==> config.mk <==
export PLATFORM = sky130hd
export DESIGN_NAME = slurm32_cpu_hazard_ctrl
export DESIGN_NICKNAME = d
export VERILOG_FILES = /design/src/rtl/slurm32_cpu_pkg.sv /design/src/rtl/slurm32_cpu_hazard_cmp.sv /design/src/rtl/slurm32_cpu_hazard_ctrl.sv
export SDC_FILE = /design/constraint.sdc
export NUM_CORES = 1
export LEC_CHECK = 0
export ABC_AREA = 1
export CORE_ASPECT_RATIO = 0.7
export CORE_MARGIN = 2
export CORE_UTILIZATION = 40
export DETAILED_ROUTE_END_ITERATION = 12
export PLACE_DENSITY = 0.67
export SLEW_MARGIN = 20
export SYNTH_ARGS = -nofsm -noshare
export SYNTH_HDL_FRONTEND = slang
export SYNTH_SLANG_ARGS = --single-unit
==> constraint.sdc <==
create_clock -name clk -period 1.7 [get_ports clk]
set_input_delay 0.255 -clock clk [delete_from_list [all_inputs] [get_ports clk]]
set_output_delay 0.255 -clock clk [all_outputs]
set_load 0.03 [all_outputs]
==> src/rtl/slurm32_cpu_pkg.sv <==
// Shared definitions for the SLURM32 CPU pipeline blocks.
//  - Default parameter values for the hazard controller
//  - REG_BITS: width of a register select (matches decoder regA_sel/regB_sel)
//  - REG_ZERO: r0 select; r0 is hard-wired and never creates a hazard
//  - sb_entry_t: one scoreboard slot {valid, rd, load}
package slurm32_cpu_pkg;

    localparam int DEF_DEPTH     = 3;
    localparam int DEF_ALU_LAT   = 1;
    localparam int DEF_LOAD_SLOT = 2;
    localparam int DEF_CNT_BITS  = 16;
    localparam int REG_BITS      = 8;

    localparam logic [REG_BITS-1:0] REG_ZERO = '0;

    // rd is the in-flight destination register; load marks a memory load
    typedef struct packed {
        logic                valid;
        logic [REG_BITS-1:0] rd;
        logic                load;
    } sb_entry_t;

endpackage

==> src/rtl/slurm32_cpu_hazard_cmp.sv <==
// Combinational match of one source register select against every
// scoreboard slot.
//  src   in   REG_BITS  source select from the decoder
//  slots in   DEPTH     scoreboard slots (slot 0 = issued last cycle)
//  hit   out  1         src depends on a result that is not yet available
module slurm32_cpu_hazard_cmp
    import slurm32_cpu_pkg::*;
#(
    parameter int DEPTH     = DEF_DEPTH,
    parameter int ALU_LAT   = DEF_ALU_LAT,
    parameter int LOAD_SLOT = DEF_LOAD_SLOT
) (
    input  logic [REG_BITS-1:0] src,
    input  sb_entry_t           slots [DEPTH],
    output logic                hit
);

    logic [DEPTH-1:0] slot_hit;

    for (genvar gi = 0; gi < DEPTH; gi++) begin : g_slot
        // Whether a result is still unavailable depends only on slot age,
        // so the window for ALU results and for loads is fixed per slot.
        localparam bit ALU_WIN  = (gi < ALU_LAT);
        localparam bit LOAD_WIN = (gi <= LOAD_SLOT);

        assign slot_hit[gi] = slots[gi].valid
                            & (slots[gi].rd == src)
                            & (slots[gi].load ? LOAD_WIN : ALU_WIN);
    end

    assign hit = (src != REG_ZERO) & (|slot_hit);

endmodule

==> src/rtl/slurm32_cpu_hazard_ctrl.sv <==
// Pipeline interlock controller for the SLURM32 CPU.
// Tracks in-flight register writes in a DEPTH-slot scoreboard shift
// register, stalls dependent issue, freezes the pipe while a load waits
// for memory, and drops the youngest entry on a taken branch.
//  clk          in   1         core clock
//  rst          in   1         asynchronous active-high reset
//  issue_valid  in   1         instruction presented for issue
//  src_a/src_b  in   REG_BITS  source selects from the decoder
//  dst_reg      in   REG_BITS  destination of issuing instruction
//  dst_we       in   1         issuing instruction writes dst_reg
//  is_load      in   1         issuing instruction is a load
//  mem_ack      in   1         memory data returned for load in LOAD_SLOT
//  flush        in   1         branch taken: kill slot 0 and current issue
//  stall        out  1         hold fetch/decode
//  issue_ok     out  1         instruction enters slot 0 this edge
//  mem_wait     out  1         pipeline frozen waiting for mem_ack
//  stall_count  out  CNT_BITS  saturating count of stalled cycles
module slurm32_cpu_hazard_ctrl
    import slurm32_cpu_pkg::*;
#(
    parameter int DEPTH     = DEF_DEPTH,
    parameter int ALU_LAT   = DEF_ALU_LAT,
    parameter int LOAD_SLOT = DEF_LOAD_SLOT,
    parameter int CNT_BITS  = DEF_CNT_BITS
) (
    input  logic                clk,
    input  logic                rst,
    input  logic                issue_valid,
    input  logic [REG_BITS-1:0] src_a,
    input  logic [REG_BITS-1:0] src_b,
    input  logic [REG_BITS-1:0] dst_reg,
    input  logic                dst_we,
    input  logic                is_load,
    input  logic                mem_ack,
    input  logic                flush,
    output logic                stall,
    output logic                issue_ok,
    output logic                mem_wait,
    output logic [CNT_BITS-1:0] stall_count
);

    sb_entry_t           slot_reg  [DEPTH];
    sb_entry_t           slot_next [DEPTH];
    sb_entry_t           issue_entry;
    logic                hit_a;
    logic                hit_b;
    logic                hazard;
    logic [CNT_BITS-1:0] stall_count_reg;

    slurm32_cpu_hazard_cmp #(
        .DEPTH     (DEPTH),
        .ALU_LAT   (ALU_LAT),
        .LOAD_SLOT (LOAD_SLOT)
    ) u_cmp_a (
        .src   (src_a),
        .slots (slot_reg),
        .hit   (hit_a)
    );

    slurm32_cpu_hazard_cmp #(
        .DEPTH     (DEPTH),
        .ALU_LAT   (ALU_LAT),
        .LOAD_SLOT (LOAD_SLOT)
    ) u_cmp_b (
        .src   (src_b),
        .slots (slot_reg),
        .hit   (hit_b)
    );

    assign hazard   = issue_valid & (hit_a | hit_b);
    assign mem_wait = slot_reg[LOAD_SLOT].valid & slot_reg[LOAD_SLOT].load & ~mem_ack;
    assign stall    = mem_wait | hazard;
    assign issue_ok = issue_valid & ~stall & ~flush;

    // Writes to r0 are discarded by the register file, so they never
    // occupy a scoreboard slot.
    always_comb begin
        issue_entry       = '0;
        issue_entry.valid = issue_ok & dst_we & (dst_reg != REG_ZERO);
        issue_entry.rd    = dst_reg;
        issue_entry.load  = is_load;
    end

    always_comb begin
        slot_next = slot_reg;
        if (mem_wait) begin
            // Frozen: everything holds, but a taken branch still kills
            // the youngest instruction.
            if (flush) begin
                slot_next[0].valid = 1'b0;
            end
        end else begin
            // issue_ok is already low on flush, so slot 0 gets a bubble.
            slot_next[0] = issue_entry;
            for (int k = 1; k < DEPTH; k++) begin
                slot_next[k] = slot_reg[k-1];
            end
        end
    end

    always_ff @(posedge clk or posedge rst) begin
        if (rst) begin
            for (int k = 0; k < DEPTH; k++) begin
                slot_reg[k] <= '0;
            end
        end else begin
            slot_reg <= slot_next;
        end
    end

    always_ff @(posedge clk or posedge rst) begin
        if (rst) begin
            stall_count_reg <= '0;
        end else if (stall && (stall_count_reg != '1)) begin
            stall_count_reg <= stall_count_reg + 1'b1;
        end
    end

    assign stall_count = stall_count_reg;

endmodule

==> results_dict.tcl <==
set metrics [dict create \
    ctsHoldBuffers 0 \
    synth.area.mux_share_pct 0 \
    critPathTopFamily "simple AND/OR/NAND/NOR gates" \
    numPortBuffers 49 \
    final_layout_size_suffix_gt1_share_pct 28.0 \
    pwr-share-seq_pct 44.8 \
    finalWorstSetupSlack_ps -417 \
    max_freq_ghz 0.472 \
    die_area_mm2 0.00821 \
    yosys.area.top_type_share_pct 38.4 \
    hold_path.class "in -> async" \
    gp_congestion 0.984 \
    clockRootBuffer "clkbuf_8" \
    route.detailed.drc 0 \
    period_share_pct 125 \
    combPwrFrac_pct 29.0 \
    fin_nets 567 \
    drt_pass1_iterations 5 \
    crit_chain "inv_2 > nand2_1 > nand2_1 > inv_2 > nand2_2 > nor2_4 > nand3_2 > nand3_2 > nand2_2 > nand2_2 > nand2_4 > nand2_8 > nor3_4 > buf_6" \
    cts_max_level 2 \
    syn_area_mm2 0.00300 \
    cp_slowest_cell "dfrtp_2" \
    synth_area_leader_cell "dfrtp_1" \
    power.total_mw 2.89 \
    syn_to_final_growth_pct 42.9 \
    cp_common_cell "nand2_2" \
    worstPathMaxFanout 4 \
    synth_top_family_by_area "simple AND/OR/NAND/NOR gates" \
    grt_use_total_pct 21.7 \
    violations "setup timing" \
    vias_per_cell 4.78 \
    tritoncts "built" \
    status "finished with violations" \
    required_ps 1440 \
    routed_wl_mm 8.77 \
    dp_hpwl_mm 6.79 \
    crit_path_start_kind "register" \
    antenna_found_initial 0 \
    synth_nets 455 \
    synth.distinct_cells 31 \
    critPathMaxStageDelay_ps 470 \
    yosysWarnings 0 \
    vdd_drop_max_mv 0.338 \
    final_common_cell "nand2_1" \
    endpoint_kind "primary output" \
    multi_input_area_mm2 0.00172 \
    period_needed_ps 2120 \
    cap_violations 0 \
    rows 26 \
    nFillCells 720 \
    cts_buffers 5 \
    internal_power_mw 1.94 \
    vias 3033 \
    die_h_um 76.4 \
    ys_seq_area_share_pct 38.4 \
    synth_adder_area_share_pct 0.417 \
    ant_nets 0 \
    setup_viol 18 \
    grt_pass1_wl_mm 14.0 \
    grt_overflow 0 \
    synth-seq-cells 46 \
    mostFrequentLayoutCells "137 x nand2_1, 60 x buf_4, 37 x inv_1, 37 x dfrtp_1" \
    clock_path_buffers 2 \
    relSlewSlack_pct 72.3 \
    synth_compound_area_share_pct 7.55 \
    worstSkewPairLatency_ps 300 \
    die_x_um 107 \
    wl_met2_mm 3.47 \
    highest_layer "met4" \
    drv_slew 0 \
    clk_pin_slew_worst_paths_ps 90 \
    synth_xor_area_share_pct 7.30 \
    cts.sinks 46 \
    worst_pin_slew_ps 412 \
    pwr-share-clk_pct 26.2 \
    finalClockSkew_ps 14.3 \
    powerDensity_mw_per_mm2 674 \
    initial_core_util_pct 41.1 \
    synth_simple_gate_area_share_pct 37.7 \
    syn_avg_cell_area_um2 7.09 \
    grt_max_degree 31 \
    routedWlPerCell_um 13.8 \
    p_switching_uw 948 \
    grt_pass1_vias 2686 \
    path_buf_inv 3 \
    core_mm2 0.00729 \
    diodes 0 \
    met3_wirelength_um 505 \
    setup-tns-final_ps -2510 \
    yosys-top-cells-area "dfrtp_1 38%, nand2_1 19%, nand3_1 5.7%, inv_1 5.3%, o21ai_0 5.0%" \
    netlist_instances 423 \
    post-route-util_pct 58.8 \
    drtIter0Drc 216 \
    crit_type "reg -> out" \
    wl_met1_mm 4.74 \
    hold_viol 0 \
    switching_share_pct 32.8 \
    rsz0062_at_grt "yes" \
    final-seq-area_mm2 0.00116 \
    largest_reg_flops 30 \
    io_pins 50 \
    cp.arrival_ps 1860 \
    p_leak_nw 2.27 \
]
[synth_stat cells, drive strengths merged]
| cell type | instances |
|---|---|
| clkbuf | 6 |
| xnor2 | 13 |
| dfrtp | 46 |
| inv | 53 |
| nor3 | 4 |
| xor2 | 12 |
| nand3 | 34 |
| nand2 | 165 |
| ha | 1 |
| nand4 | 6 |
| or2 | 3 |
| nand3b | 1 |
| o22ai | 2 |
| nor4 | 6 |
| a21oi | 9 |
| nor2 | 27 |
| o21ai | 30 |
| o211ai | 2 |
| buf | 3 |
[area by class of cell]
cell class	count	area share (%)
multi-input cells	316	40.1
flip-flops and latches	46	27.1
repair buffers	113	22.8
inverters	53	4.64
well taps	98	2.86
clock buffers	7	2.25
clock inverters	1	0.204
[power groups by stage]
stage	Clock, mW	Combinational, mW	Sequential (mW)
6_report	0.756	0.838	1.29
4_1_cts	0.774	0.793	1.29
3_3_place_gp	0	0.798	1.31
2_1_floorplan	0	0.338	1.37
5_1_grt	0.819	0.924	1.31
3_5_place_dp	0	0.810	1.31
[metal layers]
layer,global-route usage [%],vias to the layer above
met4,3.21,0
met1,37.6,1394
met3,3.42,5
li1,-,1557
met2,27.6,77
met5,0,-
[what timing repair did]
item	in CTS	in global routing
setup buffers	2	5
endpoints found under the setup margin	32	21
pin swaps	1	10
cloned	1	0
resized for setup	39	37
[logic make-up (layout without fill, tap and decap cells)]
kind of cell,Yosys count,after routing
DFF,46,46
buffers and inverters,62,174
and+or+nand+nor,246,247
xor gates and xnor gates,25,25
adders and majority gates,1,1
AOI/OAI and AO/OA,43,43
[per-stage QoR]
| stage | instances | instance area (um2) | setup slack (ps) | hold slack [ps] |
|---|---|---|---|---|
| 2_1_floorplan | 423 | 3010 | -81.9 | 376 |
| 3_3_place_gp | 618 | 4000 | -621 | 512 |
| 3_5_place_dp | 618 | 4000 | -573 | 506 |
| 4_1_cts | 629 | 4120 | -398 | 182 |
| 5_1_grt | 634 | 4280 | -529 | 197 |
| 6_report | 634 | 4280 | -417 | 176 |
[path summary, 6_finish.rpt]
| path | from | depth (start not counted) | endpoint | slack [ps] |
|---|---|---|---|---|
| setup / recovery | slot_reg[14] | 14 | issue_ok | -420 |
| hold / removal | rst | 2 | stall_count[0] | 180 |
| setup reg to reg | slot_reg[3] | 12 | stall_count[0] | -120 |
| hold reg to reg | slot_reg[18] | 2 | slot_reg[18] | 550 |
| max in group asynchronous | rst | 3 | slot_reg[14] | 1090 |
| min in group clk | dst_reg[5] | 3 | slot_reg[26] | 530 |
Power figures use the tool's default switching activity.
